### src/rtl/elevator_car_ctrl.sv
// Per-car motion/door sequencer: IDLE -> MOVE -> DOOR_OPEN -> DOOR_CLOSE -> IDLE.
// A trip takes 1 + N*FLOOR_TRAVEL_CYCLES + DOOR_OPEN_CYCLES + DOOR_CLOSE_CYCLES edges; estop freezes it.
module elevator_car_ctrl #(
  parameter int FLOOR_TRAVEL_CYCLES = 8,
  parameter int DOOR_OPEN_CYCLES    = 5,
  parameter int DOOR_CLOSE_CYCLES   = 2
) (
  input  logic       clk,
  input  logic       rst,
  input  logic [1:0] target,
  input  logic       move_enable,
  input  logic       door_hold,
  input  logic       estop,
  output logic [1:0] floor,
  output logic       busy,
  output logic       moving_up,
  output logic       moving_down,
  output logic       door_open,
  output logic       arrived
);

  localparam int MAX_AB  = (FLOOR_TRAVEL_CYCLES > DOOR_OPEN_CYCLES) ? FLOOR_TRAVEL_CYCLES : DOOR_OPEN_CYCLES;
  localparam int MAX_CYC = (MAX_AB > DOOR_CLOSE_CYCLES) ? MAX_AB : DOOR_CLOSE_CYCLES;
  localparam int TW      = (MAX_CYC > 1) ? $clog2(MAX_CYC) : 1;

  localparam logic [TW-1:0] TRAVEL_LAST = TW'(FLOOR_TRAVEL_CYCLES - 1);
  localparam logic [TW-1:0] OPEN_LAST   = TW'(DOOR_OPEN_CYCLES - 1);
  localparam logic [TW-1:0] CLOSE_LAST  = TW'(DOOR_CLOSE_CYCLES - 1);

  typedef enum logic [2:0] {
    S_IDLE,
    S_MOVE_UP,
    S_MOVE_DOWN,
    S_DOOR_OPEN,
    S_DOOR_CLOSE
  } state_e;

  state_e        state_q, state_d;
  logic [1:0]    floor_q, floor_d;
  logic [1:0]    target_q, target_d;
  logic [TW-1:0] timer_q, timer_d;
  logic          arrived_q, arrived_d;
  logic [1:0]    step_floor;

  always_ff @(posedge clk or posedge rst) begin
    if (rst) begin
      state_q   <= S_IDLE;
      floor_q   <= 2'd0;
      target_q  <= 2'd0;
      timer_q   <= '0;
      arrived_q <= 1'b0;
    end else begin
      state_q   <= state_d;
      floor_q   <= floor_d;
      target_q  <= target_d;
      timer_q   <= timer_d;
      arrived_q <= arrived_d;
    end
  end

  // Floor the car reaches when the current travel segment completes.
  assign step_floor = (state_q == S_MOVE_UP) ? floor_q + 2'd1 : floor_q - 2'd1;

  always_comb begin
    state_d   = state_q;
    floor_d   = floor_q;
    target_d  = target_q;
    timer_d   = timer_q;
    arrived_d = 1'b0;
    case (state_q)
      S_IDLE: begin
        if (move_enable) begin
          target_d = target;
          timer_d  = '0;
          if (target > floor_q) begin
            state_d = S_MOVE_UP;
          end else if (target < floor_q) begin
            state_d = S_MOVE_DOWN;
          end else begin
            state_d   = S_DOOR_OPEN;
            arrived_d = 1'b1;
          end
        end
      end
      S_MOVE_UP, S_MOVE_DOWN: begin
        if (!estop) begin
          if (timer_q == TRAVEL_LAST) begin
            timer_d = '0;
            floor_d = step_floor;
            if (step_floor == target_q) begin
              state_d   = S_DOOR_OPEN;
              arrived_d = 1'b1;
            end
          end else begin
            timer_d = timer_q + TW'(1);
          end
        end
      end
      S_DOOR_OPEN: begin
        // estop outranks door_hold here: the timer simply holds.
        if (!estop) begin
          if (door_hold) begin
            timer_d = '0;
          end else if (timer_q == OPEN_LAST) begin
            state_d = S_DOOR_CLOSE;
            timer_d = '0;
          end else begin
            timer_d = timer_q + TW'(1);
          end
        end
      end
      S_DOOR_CLOSE: begin
        // A closing door always reopens on door_hold, even under estop.
        if (door_hold) begin
          state_d = S_DOOR_OPEN;
          timer_d = '0;
        end else if (!estop) begin
          if (timer_q == CLOSE_LAST) begin
            state_d = S_IDLE;
            timer_d = '0;
          end else begin
            timer_d = timer_q + TW'(1);
          end
        end
      end
      default: begin
        state_d = S_IDLE;
        timer_d = '0;
      end
    endcase
  end

  assign floor       = floor_q;
  assign busy        = (state_q != S_IDLE);
  assign moving_up   = (state_q == S_MOVE_UP) && !estop;
  assign moving_down = (state_q == S_MOVE_DOWN) && !estop;
  assign door_open   = (state_q == S_DOOR_OPEN);
  assign arrived     = arrived_q;

endmodule

### config.mk
export PLATFORM = sky130hd
export DESIGN_NAME = elevator_car_ctrl
export DESIGN_NICKNAME = d
export VERILOG_FILES = /design/src/rtl/elevator_car_ctrl.sv
export SDC_FILE = /design/constraint.sdc
export NUM_CORES = 1
export LEC_CHECK = 0
export ABC_AREA = 1
export BUFFER_PORTS_ARGS = -buffer_cell sky130_fd_sc_hd__buf_2
export CAP_MARGIN = 20
export CORE_UTILIZATION = 45
export DETAILED_ROUTE_END_ITERATION = 7
export HOLD_SLACK_MARGIN = 0.03
export PLACE_DENSITY_LB_ADDON = 0.15
export SKIP_LAST_GASP = 1
export SYNTH_ARGS = -nofsm -noshare
export SYNTH_HDL_FRONTEND = slang
export SYNTH_SLANG_ARGS = --single-unit
### constraint.sdc
create_clock -name clk -period 3.31 [get_ports clk]
set_input_delay 0.331 -clock clk [delete_from_list [all_inputs] [get_ports clk]]
set_output_delay 0.331 -clock clk [all_outputs]
set_load 0.02 [all_outputs]
# Yosys cells after proc, flatten, opt, wreduce, memory -nomap -nowiden
# Cells that the tools add are included.
# op_classes
bitwise	1
n_reduce_logical	10
magnitude_cmp	2
eq_ne	17
add_sub_neg	3
mux	31
# op_table
op	count
$mux 3	19
$pmux 3 s4	2
$ne 2x2->1 const B	6
$eq 3x3->1 const B	3
$reduce_and 9->1	1
$mux 1	7
$eq 3x1->1 const B	2
$eq 3x2->1 const B	2
$ne 3x3->1 const B	2
$mux 2	2
$reduce_and 4->1	1
$add 3x1->3 const B	1
$logic_not 3->1	1
$reduce_and 3->1	1
$reduce_bool 3->1	1
$add 2x1->2 const B	1
$eq 2x2->1	1
$gt 2x2->1	1
$logic_and 1x1->1	2
$lt 2x2->1	1
$ne 2x1->1 const B	1
$pmux 1 s2	1
$reduce_and 2->1	1
$reduce_or 2->1	1
other kinds (3)	3
# word_totals
regBits	11
inputBits	7
elab_cells	69
out_inout_bits	7

# Depth between registers and ports, before layout
# logic_depth
ltp_word	7
mapped_depth	11
depth_no_buf	11

# Worst setup path before layout
# No wires, ideal clock.
# synth_path
kind	register to register
start	register floor_q[1], in the netlist floor[1]
end	register arrived_q, in the netlist arrived
path_stages_with_launch	6
path_slack_ns	1.871
setup_ns	0.101
required_time_ns	3.209
n_path_buf	0
period_less_slack_ns	1.439
t_arrival_ns	1.338
path_cell_list	dfrtp_1 -> inv_1 -> ha_1 -> a21oi_1 -> or2_1 -> o32ai_1
# synth_between
elab_chain_cells	7
elab_cells_between_ends	13
classes_between	add/sub: 2; order compare: 2; eq/ne: 1; mux: 8
# synth_lines
element	line_no	source
start: declaration	39	logic [1:0] floor_q, floor_d;
start signal: assignment	54	floor_q <= floor_d;
$sub 2x1->2 or $add 2x1->2 (tied branches)	62	assign step_floor = (state_q == S_MOVE_UP) ? floor_q + 2'd1 : floor_q - 2'd1;
$mux 2	62	
$eq 2x2->1	90	if (step_floor == target_q) begin
$mux 1	90	
$mux 1	87	if (timer_q == TRAVEL_LAST) begin
$mux 1	86	if (!estop) begin
$pmux 1 s2 (*)	70	case (state_q)
via arrived_d	42	logic arrived_q, arrived_d;
end signal: assignment	57	arrived_q <= arrived_d;
end: declaration	42	
# Mark *: on every way through the listed nets, which the timed path passes. The rest lies on a longest branch.
# A chain may end at the register's enable or synchronous reset.

# Worst setup path in the final report
# layout_path
start	register state_q[1]
end	output port moving_up
# layout_between
elab_chain_cells	2
# layout_lines
element	line_no	source
start: declaration	38	state_e state_q, state_d;
start signal: assignment	53	state_q <= state_d;
$eq 3x1->1	135	assign moving_up = (state_q == S_MOVE_UP) && !estop;
$logic_and 1x1->1	135	
end: declaration	16	output logic moving_up,
# Every way passes these cells.

==> summary.txt <==
Layout
  • Sequential cell area: 275 sq um
  • Final instance area: 980 sq um
  • Share of layout cells above drive strength 1: 30.8%
  • Layout area overhead: 14.3%
  • Final Non-Filler Cells: 155
  • N_diodes: 0
  • Most common cell after layout, fill and taps aside: nand2_1
  • Most frequent cells in the layout: nand2_1 (28), inv_1 (14), buf_2 (13), dfrtp_1 (11), nor2_1 (7)
  • Multi-input logic area: between 500 and 600 sq um
  • Fillcell total: 185
  • Final core occ: 55.5%
  • Final #Nets: 144

Critical path
  • Worst EP required: 2980 ps
  • CP max FO: 6
  • CP startpoint kind: register
  • Critical path class: reg -> out
  • Critical Path AT: 1210 ps
  • R2r startpoint: floor[1]
  • CP endpoint kind: output port
  • Worst setup startpoint: state_q[1]

Timing
  • Maximum achievable frequency: about 650 MHz
  • Post-route minimum period: 1540 ps
  • Unrepaired setup endpoints after global routing: no
  • Worst Tran Pin Value: 443 ps
  • Hold_ws: 49.0 ps
  • Slew Viols, Final: 0
  • Setup TNS: 0 ps
  • Max-slew headroom: 70.4%
  • Final Skew: 1.54 ps
  • Final worst slack: 1770 ps
  • # setup viols final: 0
  • Final worst path period share: 46.5%
  • Hold Vio Cnt, Final: 0

Synth
  • Syn_nets: 126
  • FFs w/ async S/R, synth: 100%
  • Syn. warnings: 0
  • Ranking of synthesized cells by area: dfrtp_1 (32%), nand2_1 (12%), ha_1 (8.8%), inv_1 (6.1%), nand3_2 (5.8%)
  • Synth Flop Type: dfrtp_1
  • Cell accounting for the most synthesized area: dfrtp_1
  • Seq/Total Area, Yosys: 32.1%
  • Unique masters post-synth: 24
  • Number of cells produced by synthesis: 113
  • Seq cells post-synth: 11
  • Synth top area share: 32.1%
  • Synth Area per Inst: 7.58 sq um
  • Number of enable flip-flop cells after synthesis: 0
  • Synthesized area: 857 sq um

Route
  • DR pass1 iterations: 4
  • Post-route ant nets: 0
  • Via Count: between 700 and 800
  • Drt drc: 0
  • Total wire length: 1700 um
  • WL/cell: between 10 and 15 um
  • DR iter-0 viols: 15
  • Via/cell ratio: 4.84

Placed design
  • Post-DP HPWL: 1410 um
  • Placed Instances: 151
  • Post-place setup slack: 1860 ps
  • Routability Congestion: roughly 0.79
  • Area after DPL: 953 sq um
  • I/O Buffers: 13

Run
  • Max_cap viols: 0

Clocking
  • CTS H-tree depth: 1
  • Cts hold-fix bufs: 0
  • Maximum clock path buffer count: 2
  • Post-CTS setup buffer count: 0
  • Clock sink count: 11
  • CTS root buf: clkbuf_4
  • Post-cts resize count: 0
  • CTS tree: yes
  • Clk_lat worst skew: 270 ps
  • Worst-path clk slew: around 70 ps
  • Num CTS Buffers: 3

Power and ir drop
  • Cell Pwr Density: 830 nW/um^2
  • Leakage power: around 0.55 nW
  • Sw Pwr: 412 uW
  • Total Power: 813 uW
  • Cell internal pwr: 401 uW
  • Reg power frac: 27.3%
  • Comb power frac: 61.2%
  • Clock Power Share: between 10% and 20%
  • Peak supply drop: 0.000428 V
  • Net Sw Frac: 50.7%

GRT
  • GR Layer Usage met1: 28.6%
  • Vias in the first global route: 664
  • First-pass GRT wire length: 2930 um
  • Largest net degree at the start of global routing: 12
  • Gr busiest metal: met2
  • Initial antenna violation count: 0
  • GR Layer Usage met2: 30.6%
  • Total grt overflow: 0
  • GRT Util Overall: 20.0%
  • Global Route met3 Usage: ~2.4%

Floorplanning
  • Die Span X: 45.6 um
  • Ports: 14
  • Row Count: 15
  • Die Ht: 45.6 um
  • Core area: between 1500 and 2000 sq um
  • Die area: 2080 sq um
  • Starting Density: 48.6%

Run status
  • Status: finished clean

Hold path
  • Worst hold path type: in -> async
## kinds of logic after synthesis
family                     share of synthesized area [%]
buffers and inverters                               8.76
AOI/OAI and AO/OA                                   7.30
xor gates and xnor gates                            2.04
adders and majority gates                           8.76
DFF                                                 32.1
and+or+nand+nor                                     41.0
## cell type report
cell class | instances | share of cell area, %
Multi-Input combinational cell | 82 | 51.7
Sequential cell | 11 | 28.1
Inverter | 20 | 7.66
Timing Repair Buffer | 13 | 6.64
Tap cell | 25 | 3.19
Clock buffer | 4 | 2.68
## final timing paths
| kind | endpoint | slack (ps) | cells after the start |
|---|---|---|---|
| setup reg to reg | state_q[0] | 1830 | 7 |
| min in group clk | target_q[1] | 340 | 3 |
| hold reg to reg | target_q[0] | 530 | 2 |
| max in group asynchronous | target_q[1] | 2950 | 2 |
| hold / removal | target_q[0] | 50 | 2 |
| setup / recovery | moving_up | 1770 | 4 |
## critical path: stages, from the launching register on
cell     delay (ps)
dfrtp_1         450
inv_2           110
nand3_2         110
nor2_1          100
buf_2           170
## layer usage
layer | vias to the layer above | wire length [um]
li1 | 398 | -
met1 | 334 | 888
met2 | 14 | 727
met3 | 4 | 56
met4 | 0 | 25
met5 | - | 0
## power groups by stage
stage / sequential, mW / combinational [mW] / clock (mW)
3_3_place_gp: 0.222 / 0.486 / 0
3_5_place_dp: 0.225 / 0.502 / 0
6_report: 0.222 / 0.498 / 0.0931
4_1_cts: 0.222 / 0.504 / 0.0951
2_1_floorplan: 0.217 / 0.401 / 0
5_1_grt: 0.229 / 0.565 / 0.102
## registers in the layout, indices dropped and copies added (netlist names)
name,cells
arrived,1
floor,2
state_q,3
target_q,2
timer_q,3
## Yosys cell counts (2+ instances only)
cell type	count
nand2_2	6
ha_1	6
nor2_2	2
nor2_4	2
inv_2	6
inv_1	14
nand3_1	3
xor2_1	2
nor2_1	7
dfrtp_1	11
nand3_2	5
a21oi_1	3
o21ai_1	2
o21ai_0	3
nand2_1	28
nand4_1	5
Note: power is estimated with default switching activity, not from simulation.
